### config.mk
export PLATFORM = sky130hd
export DESIGN_NAME = tx_frame_byte_counter
export DESIGN_NICKNAME = d
export VERILOG_FILES = /design/src/rtl/tx_engine_pkg.sv /design/src/rtl/tx_sat_adder.sv /design/src/rtl/tx_frame_byte_counter.sv
export SDC_FILE = /design/constraint.sdc
export NUM_CORES = 1
export LEC_CHECK = 0
export CORE_MARGIN = 3
export CORE_UTILIZATION = 50
export CTS_CLUSTER_DIAMETER = 50
export DETAILED_ROUTE_END_ITERATION = 16
export PLACE_DENSITY_LB_ADDON = 0.1
export RECOVER_POWER = 100
export SETUP_SLACK_MARGIN = 0.05
export SLEW_MARGIN = 10
export SYNTH_ARGS = -nofsm -noshare
export SYNTH_HDL_FRONTEND = slang
export SYNTH_SLANG_ARGS = --single-unit
### constraint.sdc
create_clock -name CLK -period 8.6 [get_ports CLK]
set_input_delay 1.72 -clock CLK [delete_from_list [all_inputs] [get_ports CLK]]
set_output_delay 1.72 -clock CLK [all_outputs]
set_load 0.05 [all_outputs]
### src/rtl/tx_engine_pkg.sv
// Shared TX engine definitions: counter FSM encodings and frame-length limits
// (the limits are also used by the padding stage).
package tx_engine_pkg;

    typedef enum logic [0:0] {
        TXC_IDLE  = 1'b0,
        TXC_COUNT = 1'b1
    } txc_state_t;

    localparam int unsigned TX_MIN_FRAME = 60;
    localparam int unsigned TX_MAX_FRAME = 1514;

endpackage

### src/rtl/tx_sat_adder.sv
// CNT_W-bit saturating adder: clamps to all-ones on carry-out and flags it.
module tx_sat_adder #(
    parameter int unsigned CNT_W = 16
) (
    input  logic [CNT_W-1:0] a,
    input  logic [CNT_W-1:0] b,
    output logic [CNT_W-1:0] sum_c,
    output logic             ovf_c
);

    logic [CNT_W:0] full_c;

    always_comb begin
        full_c = {1'b0, a} + {1'b0, b};
        ovf_c  = full_c[CNT_W];
        sum_c  = full_c[CNT_W] ? '1 : full_c[CNT_W-1:0];
    end

endmodule

### src/rtl/tx_frame_byte_counter.sv
// Per-frame TX byte counter: accumulates valid bytes per beat and, at end of
// frame, latches the length together with pad / oversize / saturation status.
module tx_frame_byte_counter
    import tx_engine_pkg::*;
#(
    parameter  int unsigned DATA_BYTES = 8,
    parameter  int unsigned CNT_W      = 16,
    parameter  int unsigned MIN_FRAME  = TX_MIN_FRAME,
    parameter  int unsigned MAX_FRAME  = TX_MAX_FRAME,
    localparam int unsigned EB_W       = $clog2(DATA_BYTES)
) (
    input  logic             CLK,
    input  logic             RESET,
    input  logic             CLR,
    input  logic             DATA_VALID,
    input  logic             SOF,
    input  logic             EOF,
    input  logic [EB_W-1:0]  EOF_BYTES,
    output logic [CNT_W-1:0] BYTE_COUNTER,
    output logic [CNT_W-1:0] FRAME_LEN,
    output logic [CNT_W-1:0] PAD_BYTES,
    output logic             FRAME_DONE,
    output logic             PAD_REQ,
    output logic             OVERSIZE,
    output logic             SATURATED,
    output logic             PROTO_ERR
);

    txc_state_t       state;
    logic [CNT_W-1:0] inc_c;
    logic [CNT_W-1:0] base_c;
    logic [CNT_W-1:0] sum_c;
    logic             ovf_c;
    logic             start_c;
    logic             accept_c;
    logic             complete_c;
    logic             sat_next_c;
    logic             pad_req_c;

    // A SOF beat restarts the count from zero, so the adder base is forced low.
    always_comb begin
        start_c    = DATA_VALID & SOF;
        accept_c   = start_c | (DATA_VALID & (state == TXC_COUNT));
        complete_c = accept_c & EOF;
        inc_c      = (EOF && (EOF_BYTES != '0)) ? CNT_W'(EOF_BYTES) : CNT_W'(DATA_BYTES);
        base_c     = start_c ? '0 : BYTE_COUNTER;
        sat_next_c = ovf_c | (~start_c & SATURATED);
        pad_req_c  = 32'(sum_c) < MIN_FRAME;
    end

    tx_sat_adder #(
        .CNT_W (CNT_W)
    ) u_sat_adder (
        .a     (base_c),
        .b     (inc_c),
        .sum_c (sum_c),
        .ovf_c (ovf_c)
    );

    always_ff @(posedge CLK or posedge RESET) begin
        if (RESET) begin
            state        <= TXC_IDLE;
            BYTE_COUNTER <= '0;
            FRAME_LEN    <= '0;
            PAD_BYTES    <= '0;
            FRAME_DONE   <= 1'b0;
            PAD_REQ      <= 1'b0;
            OVERSIZE     <= 1'b0;
            SATURATED    <= 1'b0;
            PROTO_ERR    <= 1'b0;
        end else if (CLR) begin
            state        <= TXC_IDLE;
            BYTE_COUNTER <= '0;
            FRAME_LEN    <= '0;
            PAD_BYTES    <= '0;
            FRAME_DONE   <= 1'b0;
            PAD_REQ      <= 1'b0;
            OVERSIZE     <= 1'b0;
            SATURATED    <= 1'b0;
            PROTO_ERR    <= 1'b0;
        end else begin
            FRAME_DONE <= 1'b0;
            // SOF while counting drops the old frame; a non-SOF beat in IDLE is stray.
            PROTO_ERR  <= DATA_VALID & (SOF ? (state == TXC_COUNT) : (state == TXC_IDLE));

            if (accept_c) begin
                BYTE_COUNTER <= sum_c;
                SATURATED    <= sat_next_c;
                state        <= EOF ? TXC_IDLE : TXC_COUNT;
            end

            if (complete_c) begin
                FRAME_LEN  <= sum_c;
                PAD_REQ    <= pad_req_c;
                PAD_BYTES  <= pad_req_c ? (CNT_W'(MIN_FRAME) - sum_c) : '0;
                OVERSIZE   <= (32'(sum_c) > MAX_FRAME) | sat_next_c;
                FRAME_DONE <= 1'b1;
            end
        end
    end

endmodule

==> flow_summary.json, run 1 <==
{
  "crit_required_ns": 8.80,
  "ys_warn_count": 0,
  "synth_nets": 337,
  "ios": 62,
  "cts_resized": 0,
  "core_sq_um": 5608,
  "place_area_sq_um": 3561,
  "viasPerCell": 6.054,
  "crit_path_end_kind": "flop",
  "hold_depth": 2,
  "die_x_um": 82.64,
  "cts_sinks": 54,
  "hold_buffers": 0,
  "rows": 27,
  "cts_tree": "done",
  "syn_to_final_growth_pct": 23.35,
  "grt_max_degree": 55,
  "synth_top_cell_by_area": "dfrtp_1",
  "grt_use_total_pct": 23.64,
  "port_buffers": 61,
  "finalSetupViolCount": 0,
  "tightestPinTransition_ns": 1.988,
  "ys_types": 50,
  "die_h_um": 82.64,
  "irDropWorstVdd_mv": 0.07784,
  "clockBufferDepth": 2,
  "vias": 2676,
  "r2r_start": "BYTE_COUNTER[0]$_DFFE_PP0P_",
  "p_int_mw": 0.3547,
  "post_drt_wl_per_cell_um": 17.14,
  "violations": "max-capacitance violations, max-slew violations",
  "p_clk_share_pct": 27.4,
  "antenna_found_initial": 0,
  "diodes": 0,
  "hold_path_startpoint": "FRAME_LEN[2]$_DFFE_PP0P_",
  "synth.top_cell.area_share_pct": 46.02,
  "synthFlopType": "dfrtp_1",
  "powerDensity_nw_per_um2": 146.2,
  "r2r_slack_ns": 4.52,
  "cts-root-buf": "clkbuf_8",
  "clk_pin_slew_worst_paths_ns": 0.09,
  "syn_area_per_cell_sq_um": 9.148,
  "nets": 385,
  "dieArea_sq_um": 6829,
  "swShare_pct": 33.02,
  "drc_errors": 0,
  "period_needed_ns": 6.329,
  "layout-drive-gt1-share_pct": 3.243,
  "ys_seq_elements": 54,
  "hold_violations": 0,
  "drt_pass1_iterations": 4,
  "worstSetupPathType": "input pin to flop",
  "hpwl_mm": 5.334,
  "cp-start-kind": "input pin",
  "skew_ns": 0.01219,
  "maxCapViolCount": 1,
  "clock.fmax_mhz": 158.0,
  "rsz0062_at_grt": "false",
  "cts_max_level": 2,
  "insertion_delay_ns": 0.32,
  "drt-initial-drc-count": 229,
  "critical_path_arrival_ns": 6.53,
  "grt_overflow": 0,
  "maxSlewHeadroom_pct": -32.66,
  "grt_pass1_vias": 2443,
  "seq_power_share_pct": 50.9,
  "synth_area_sq_um": 2937,
  "synth_edf_count": 0,
  "fin_setup_tns_ns": 0,
  "start_util_pct": 52.37,
  "n_fill_cell": 503,
  "p_switching_mw": 0.1748,
  "grt_pass1_wl_mm": 12.29,
  "ys_seq_area_share_pct": 46.02,
  "ant_nets": 0,
  "gp_congestion": 0.9129,
  "r2r.worst_path.cells": 13,
  "synthCells": 321,
  "cts_made_buffers": 5,
  "status": "finished with violations",
  "fin_crit_sh_pct": 73.60,
  "finalWirelength_mm": 7.574,
  "hold_end": "FRAME_LEN[2]$_DFFE_PP0P_",
  "cp_max_fo": 21,
  "power_frac_comb_pct": 21.8,
  "worstReg2RegEnd": "OVERSIZE$_DFFE_PP0P_",
  "final_area_sq_um": 3622,
  "yosys-top-cells-area": "dfrtp_1, a211oi_1, and2_1, nand2_1, nor2_1",
  "hp-class": "flop to flop",
  "final_max_slew_viol_count": 55,
  "synthArstFlopShare_pct": 100.0,
  "cellLeakagePower_nw": 1.669,
  "post_cts.repair.setup_buffers": 0
}
cells by family (layout without fill, tap and decap cells):
logic type      count (synthesis)  count (layout)  synth area share [%]
compound gates                 91              91                 20.96
xor+xnor                       11              11                 3.281
fa+ha+maj                       7               7                 3.238
buf+inv                        28              77                 3.962
flops                          54              54                 46.02
mux                             2               2                0.6817
simple gates                  128             128                 21.86
cells in the mapped netlist (2+ instances only):
master,instances
a211oi_1,18
a21o_1,4
a21oi_1,12
a22oi_1,2
a311oi_1,2
a31o_2,2
a31oi_1,4
and2_1,20
and3_1,3
buf_2,3
clkbuf_1,18
dfrtp_1,54
ha_1,6
inv_1,6
mux2i_1,2
nand2_1,33
nand2b_1,3
nand3_1,10
nand4_1,4
nor2_1,32
nor3_1,7
nor4_1,6
o211ai_1,2
o21a_1,4
o21ai_0,22
o21ai_1,2
o311a_1,2
o31a_1,2
o31ai_1,6
xnor2_1,7
xor2_1,4
placed cells by master, fill, tap and decap left out, types with 5 or more instances in the layout:
master and count:
nor4_1 6, dfrtp_1 54, clkbuf_8 5, dlygate4sd3_1 55, xnor2_1 7, nand3_1 11, clkdlybuf4s50_1 6, ha_1 6
o31ai_1 6, nor3_1 8, and2_0 12, o21ai_0 23, and2_1 9, a211oi_1 19, inv_1 6, a21oi_1 13
nor2_1 32, nand2_1 33
cell type report:
type                            instances  area (sq um)  share of cell area, %
Tap cell                               72         90.09                  2.487
Clock buffer                            6         72.57                  2.003
Sequential cell                        54          1351                  37.31
Inverter                                6         22.52                 0.6218
Clock inverter                          2         13.76                 0.3800
Multi-Input combinational cell        239          1450                  40.03
Timing Repair Buffer                   63         621.8                  17.17
power groups by stage:
| stage | registers (mW) | clock network, mW | logic, mW |
|---|---|---|---|
| final | 0.269 | 0.145 | 0.115 |
| after global routing | 0.271 | 0.157 | 0.125 |
| after CTS | 0.269 | 0.147 | 0.120 |
| after detailed placement | 0.274 | 0 | 0.119 |
| after global placement | 0.274 | 0 | 0.118 |
| after floorplan | 0.298 | 0 | 0.0584 |
worst max path at each step:
stage               from                   end  slack, ns  cells past startpoint
floorplan            SOF  OVERSIZE$_DFFE_PP0P_       3.48                     19
global placement     SOF  OVERSIZE$_DFFE_PP0P_       2.35                     15
detailed placement   SOF  OVERSIZE$_DFFE_PP0P_       2.13                     15
CTS                  SOF  OVERSIZE$_DFFE_PP0P_       2.49                     15
global route         SOF  OVERSIZE$_DFFE_PP0P_       1.96                     16
finish               SOF  OVERSIZE$_DFFE_PP0P_       2.27                     15
sequential cells by signal (all words and copies together) (netlist names):
name	cells
BYTE_COUNTER	16
FRAME_LEN	16
PAD_BYTES	16
FRAME_DONE	1
OVERSIZE	1
PAD_REQ	1
PROTO_ERR	1
SATURATED	1
state	1
worst max-delay path, cell delays in order:
cell and delay (ns):
dlygate4sd3_1 0.62, nand2_1 0.45, and2_0 0.35, ha_1 0.24
fa_1 0.44, a211oi_1 0.44, nor3_1 0.25, and2_0 0.49
nor2_1 0.43, ha_1 0.22, inv_1 0.04, a21o_1 0.14
a211oi_1 0.26, o21ai_0 0.13, a221o_1 0.31
metrics by stage:
stage | hold WS [ns] | instances | setup WS (ns) | total power [mW] | utilization, %
floorplan | 0.5379 | 321 | 3.476 | 0.3568 | -
global placement | 0.4602 | 434 | 2.347 | 0.3919 | 63.50
detailed placement | 0.4668 | 434 | 2.133 | 0.3939 | 63.50
CTS | 0.4881 | 442 | 2.491 | 0.5364 | 65.04
global route | 0.5049 | 442 | 1.964 | 0.5533 | 64.59
finish | 0.4809 | 442 | 2.271 | 0.5295 | 64.59
metal layers:
layer	global-route usage, %	share of wire (%)
met2	35.82	45
met5	0	0
met1	33.77	48
met3	4.447	5.1
met4	8.333	2.3
(Power assumes the default switching activity.)
==> inputs of run 2 (changes only) <==
--- a/config.mk
+++ b/config.mk
@@ -6,7 +6,7 @@
 export NUM_CORES = 1
 export LEC_CHECK = 0
 export CORE_MARGIN = 3
-export CORE_UTILIZATION = 50
+export CORE_UTILIZATION = 46
 export CTS_CLUSTER_DIAMETER = 50
 export DETAILED_ROUTE_END_ITERATION = 16
 export PLACE_DENSITY_LB_ADDON = 0.1
==> constraint.sdc (replaced) <==
create_clock -name CLK -period 5.7 [get_ports CLK]
set_input_delay 1.14 -clock CLK [delete_from_list [all_inputs] [get_ports CLK]]
set_output_delay 1.14 -clock CLK [all_outputs]
set_load 0.05 [all_outputs]
==> run 2 against run 1 <==
  * The flow still finishes with violations (max-capacitance violations, max-slew violations)
  * First-iteration DRC count fell by 20%
  * Sequential power rose by 51%
  * Clock power rose by 81%
  * Final area rose by 1.6%
  * Count of clock-buffer cells in the layout fell by 1
  * Non-clock buffer count rose by 4
  * Global-route usage fell by 1.9 points
  * Critical path type unchanged
  * Critical endpoint unchanged
  * Largest power group unchanged
==> flow_summary.json, run 2 (synthesis gave the netlist of run 1 again) <==
{
  "tightestPinTransition_ns": 2.018,
  "nets": 389,
  "hold_end": "PAD_BYTES[2]$_DFFE_PP0P_",
  "viasPerCell": 5.768,
  "final_max_slew_viol_count": 55,
  "ant_nets": 0,
  "diodes": 0,
  "critical_path_arrival_ns": 5.09,
  "hp-class": "flop to flop",
  "crit_path_cell_trace": "dlygate4sd3_1 > nand2_1 > and2_1 > ha_1 > fa_1 > a211oi_1 > nor3_1 > and2_0 > nor2_1 > clkbuf_1 > ha_1 > inv_1 > a21o_1 > a211oi_1 > o21ai_0 > a221o_1",
  "critPathTopFamily": "compound AO/OA/AOI/OAI gates",
  "clock.fmax_mhz": 204.5,
  "rows": 28,
  "path_buf_inv": 3,
  "drc_errors": 0,
  "cts_sinks": 54,
  "layout_common_cells": "dlygate4sd3_1, dfrtp_1, nand2_1",
  "die_h_um": 85.90,
  "insertion_delay_ns": 0.31,
  "grt_max_degree": 55,
  "port_buffers": 61,
  "skew_ns": 0.005419,
  "worstReg2RegEnd": "OVERSIZE$_DFFE_PP0P_",
  "vias": 2590,
  "status": "finished with violations",
  "r2r.worst_path.cells": 14,
  "post_drt_wl_per_cell_um": 16.90,
  "hold_path_startpoint": "PAD_BYTES[2]$_DFFE_PP0P_",
  "finalWirelength_mm": 7.587,
  "hold_violations": 0,
  "dieArea_sq_um": 7379,
  "numPlacedInstances": 441,
  "r2r_slack_ns": 2.03,
  "fin_crit_sh_pct": 85.79,
  "hold_ws_ns": 0.4775,
  "rsz0062_at_grt": "false",
  "maxSlewHeadroom_pct": -34.70,
  "largestRegisters": "BYTE_COUNTER (16), FRAME_LEN (16), PAD_BYTES (16)",
  "clk_pin_slew_worst_paths_ns": 0.10,
  "crit_path_end_kind": "flop",
  "hpwl_mm": 5.492,
  "worstSetupPathType": "input pin to flop",
  "grt_pass1_vias": 2501,
  "finalNonFillerCells": 449,
  "powerDensity_nw_per_um2": 229.3,
  "drt-initial-drc-count": 184,
  "hold_buffers": 0,
  "cts_tree": "done",
  "die_x_um": 85.90,
  "cts_resized": 0,
  "crit_path_max_incr_delay_ns": 0.62,
  "clockBufferDepth": 2,
  "n_fill_cell": 554,
  "cp-start-kind": "input pin",
  "cts_max_level": 2,
  "violations": "max-capacitance violations, max-slew violations",
  "cp_max_fo": 9,
  "gp_congestion": 0.8692,
  "hold_depth": 2,
  "cts_made_buffers": 5,
  "fin_setup_tns_ns": 0,
  "period_needed_ns": 4.890,
  "maxCapViolCount": 1,
  "ios": 62,
  "cts-root-buf": "clkbuf_8",
  "cellLeakagePower_nw": 1.697,
  "grt_use_total_pct": 21.72,
  "grt_pass1_wl_mm": 12.68,
  "layout_commonest_cell": "dlygate4sd3_1",
  "irDropWorstVdd_mv": 0.09945,
  "slowest_stage": "dlygate4sd3_1",
  "crit_required_ns": 5.90,
  "start_util_pct": 48.45,
  "post_cts.repair.setup_buffers": 0,
  "drt_pass1_iterations": 4,
  "antenna_found_initial": 0,
  "grt_overflow": 0,
  "syn_to_final_growth_pct": 25.27,
  "finalSetupViolCount": 0,
  "r2r_start": "BYTE_COUNTER[0]$_DFFE_PP0P_",
  "layout-drive-gt1-share_pct": 4.278,
  "core_sq_um": 6061
}
-- run 2: layer usage --
metal  track usage, %  vias to the layer above  wire (um)
li1                 -                     1256          -
met1            31.11                     1239       3551
met2            34.62                       89       3585
met3            3.266                        6        375
met4            5.468                        0         74
met5                0                        -          0
-- run 2: how the worst max path moves through the flow --
stage | start | to | cells after the start
after floorplan | SOF | OVERSIZE$_DFFE_PP0P_ | 19
after global placement | SOF | OVERSIZE$_DFFE_PP0P_ | 16
after detailed placement | SOF | OVERSIZE$_DFFE_PP0P_ | 16
after CTS | SOF | OVERSIZE$_DFFE_PP0P_ | 16
after global routing | SOF | OVERSIZE$_DFFE_PP0P_ | 16
final | SOF | OVERSIZE$_DFFE_PP0P_ | 16
-- run 2: cell type report --
class                      instances  area (sq um)  share of cell area [%]
inverter                           6         22.52                  0.6122
sequential                        54          1351                   36.73
multi-input combinational        239          1454                   39.52
clock buffer                       5         68.82                   1.871
timing repair buffer              67         644.4                   17.52
tap                               75         93.84                   2.551
clock inverter                     3         43.79                   1.190
-- run 2: power by group --
group	internal, mW	switching, mW	total, mW
sequential	0.394	0.0120	0.406
combinational	0.0544	0.120	0.174
clock	0.132	0.131	0.263
-- run 2: metrics by stage --
stage / setup slack [ns] / area (sq um) / utilization (%) / total power [mW]
2_1_floorplan: 1.156 / 2937 / - / 0.5384
3_3_place_gp: 0.9125 / 3595 / 59.31 / 0.5956
3_5_place_dp: 0.7760 / 3595 / 59.31 / 0.5973
4_1_cts: 1.110 / 3707 / 61.17 / 0.8608
5_1_grt: 0.4194 / 3679 / 60.69 / 0.8844
6_report: 0.8098 / 3679 / 60.69 / 0.8433
-- run 2: worst reg2reg max path: cells and delay by family (launching register included) --
kind,cells,cell delay (ns)
AO/OA/AOI/OAI,5,1.27
adder cells (fa/ha/maj),3,0.87
buffers and inverters,2,0.30
flip-flops,1,0.40
AND/OR/NAND/NOR,4,0.72
==> inputs of run 3 (changes only) <==
--- a/config.mk
+++ b/config.mk
@@ -5,10 +5,12 @@
 export SDC_FILE = /design/constraint.sdc
 export NUM_CORES = 1
 export LEC_CHECK = 0
+export ABC_CLOCK_PERIOD_IN_PS = 5700
 export CORE_MARGIN = 3
 export CORE_UTILIZATION = 46
 export CTS_CLUSTER_DIAMETER = 50
 export DETAILED_ROUTE_END_ITERATION = 16
+export GPL_TIMING_DRIVEN = 0
 export PLACE_DENSITY_LB_ADDON = 0.1
 export RECOVER_POWER = 100
 export SETUP_SLACK_MARGIN = 0.05
==> run 3 against run 2 <==
  * The run still ends with max-capacitance violations, max-slew violations left
  * Sequential power barely moved
  * First-iteration DRC count rose by 9.2%
  * Die area did not move
  * Critical path depth rose by 4
  * Routed wire length rose by 4.5%
  * Register-to-register slack got worse by 0.13 ns
  * Largest cell class unchanged
==> flow_summary.json, run 3 (synthesis gave the netlist of run 1 again) <==
{
  "drc_errors": 0,
  "hold_violations": 0,
  "hpwl_mm": 5.932,
  "tightestPinTransition_ns": 1.605,
  "hold_depth": 1,
  "hold_buffers": 0,
  "core_sq_um": 6061,
  "critPathTopFamily": "buffers and inverters",
  "drt_pass1_iterations": 4,
  "worstReg2RegEnd": "OVERSIZE$_DFFE_PP0P_",
  "cellLeakagePower_nw": 1.719,
  "cp_max_fo": 10,
  "crit_path_max_incr_delay_ns": 0.55,
  "viasPerCell": 5.797,
  "slowest_stage": "clkdlybuf4s50_1",
  "period_needed_ns": 5.434,
  "status": "finished with violations",
  "antenna_found_initial": 0,
  "rows": 28,
  "start_util_pct": 48.45,
  "crit_required_ns": 5.91,
  "post_drt_wl_per_cell_um": 16.98,
  "drt-initial-drc-count": 201,
  "die_h_um": 85.90,
  "fin_setup_tns_ns": 0,
  "r2r.worst_path.cells": 16,
  "diodes": 0,
  "hp-class": "flop to flop",
  "ant_nets": 0,
  "largestRegisters": "BYTE_COUNTER (16), FRAME_LEN (16), PAD_BYTES (16)",
  "layout-drive-gt1-share_pct": 5.357,
  "crit_path_end_kind": "flop",
  "worstSetupPathType": "input pin to flop",
  "die_x_um": 85.90,
  "dieArea_sq_um": 7379,
  "n_fill_cell": 565,
  "gp_congestion": 0.9133,
  "clockBufferDepth": 2,
  "cts_sinks": 54,
  "cts-root-buf": "clkbuf_8",
  "cts_tree": "done",
  "irDropWorstVdd_mv": 0.1202,
  "finalSetupViolCount": 0,
  "powerDensity_nw_per_um2": 219.1,
  "clk_pin_slew_worst_paths_ns": 0.11,
  "r2r_slack_ns": 1.90,
  "grt_max_degree": 31,
  "critical_path_arrival_ns": 5.65,
  "layout_common_cells": "dlygate4sd3_1, dfrtp_1, nand2_1",
  "skew_ns": 0.004407,
  "multi_input_area_sq_um": 1468,
  "r2r_start": "BYTE_COUNTER[3]$_DFFE_PP0P_",
  "layout_commonest_cell": "dlygate4sd3_1",
  "vias": 2707,
  "grt_pass1_vias": 2502,
  "clock.fmax_mhz": 184.0,
  "cts_max_level": 2,
  "maxCapViolCount": 1,
  "cp-start-kind": "input pin",
  "port_buffers": 61,
  "nets": 407,
  "rsz0062_at_grt": "false",
  "fin_crit_sh_pct": 95.34,
  "final_max_slew_viol_count": 31,
  "grt_pass1_wl_mm": 12.81,
  "maxSlewHeadroom_pct": -7.017,
  "violations": "max-capacitance violations, max-slew violations",
  "grt_use_total_pct": 22.21,
  "grt_overflow": 0,
  "hold_end": "FRAME_LEN[11]$_DFFE_PP0P_",
  "utilization_pct": 61.81,
  "finalWirelength_mm": 7.931,
  "cts_made_buffers": 5,
  "insertion_delay_ns": 0.32,
  "path_buf_inv": 8,
  "hold_path_startpoint": "FRAME_LEN[11]$_DFFE_PP0P_",
  "ios": 62,
  "register_area_sq_um": 1351,
  "crit_path_cell_trace": "clkdlybuf4s50_1 > nand2_1 > clkbuf_2 > clkbuf_1 > and2_0 > ha_1 > clkbuf_1 > nor2_1 > nor3_2 > and2_0 > clkbuf_1 > buf_2 > nor2_1 > inv_1 > ha_1 > inv_1 > a21o_1 > a211oi_1 > o21ai_0 > a221o_1",
  "syn_to_final_growth_pct": 27.57,
  "cpMostUsedCell": "clkbuf_1"
}
==> run 3: cell count changes in the layout (fill, tap and decap cells not counted), moves of 3 or more <==
cell      delta
clkbuf_1    +16
and2_0       +3
and2_1       -3
buf_2        +3
buf_4        -3
==> run 3: where the power goes <==
group | switching (mW) | internal (mW)
clock network | 0.141 | 0.0922
logic | 0.127 | 0.0562
registers | 0.00934 | 0.394
total | 0.278 | 0.543
==> run 3: repair_timing <==
action	4_1_cts	5_1_grt
hold endpoints to repair	0	0
endpoints found under the setup margin	1	1
pin swaps	1	0
resized for setup	0	4
setup buffers	1	0
==> run 3: metrics by stage <==
step | hold WS [ns] | power [mW] | setup WS, ns | area [sq um] | cells
4_1_cts | 0.4907 | 0.8342 | 0.1073 | 3766 | 467
5_1_grt | 0.5039 | 0.8606 | 0.07237 | 3746 | 467
6_report | 0.4797 | 0.8209 | 0.2658 | 3746 | 467
2_1_floorplan | 0.5379 | 0.5384 | 1.156 | 2937 | 321
3_5_place_dp | 0.4661 | 0.6010 | -0.4557 | 3661 | 458
3_3_place_gp | 0.4616 | 0.5972 | -0.4330 | 3641 | 457
==> run 3: how the worst max path moves through the flow <==
stage	startpoint	endpoint	slack, ns	cells after the start
floorplan	SOF	OVERSIZE$_DFFE_PP0P_	1.16	19
global placement	SOF	OVERSIZE$_DFFE_PP0P_	-0.43	20
detailed placement	SOF	OVERSIZE$_DFFE_PP0P_	-0.46	20
CTS	SOF	OVERSIZE$_DFFE_PP0P_	0.11	18
global route	SOF	OVERSIZE$_DFFE_PP0P_	0.07	20
finish	SOF	OVERSIZE$_DFFE_PP0P_	0.27	20
==> run 3: area by class of cell <==
class	count	area share [%]
buffer	22	2.538
clock buffer	5	1.837
clock inverter	3	0.7682
inverter	6	0.6012
multi-input combinational	239	39.18
sequential	54	36.07
tap	75	2.505
timing repair buffer	63	16.50
==> run 3: worst reg2reg max path: stages, from the launching register on <==
cell and delay (ns):
dfrtp_1 0.43, and2_0 0.15, ha_1 0.26, clkbuf_1 0.27, nor2_1 0.16, nor3_2 0.22, and2_0 0.15, clkbuf_1 0.32
buf_2 0.33, nor2_1 0.15, inv_1 0.08, ha_1 0.14, inv_1 0.04, a21o_1 0.14, a211oi_1 0.33, o21ai_0 0.19
a221o_1 0.33
==> run 3: metal layers <==
layer | share of wire [%] | global-route usage [%]
met2 | 47 | 34.06
met1 | 46 | 31.67
met5 | 0 | 0
met4 | 1.4 | 6.763
met3 | 5.3 | 4.611
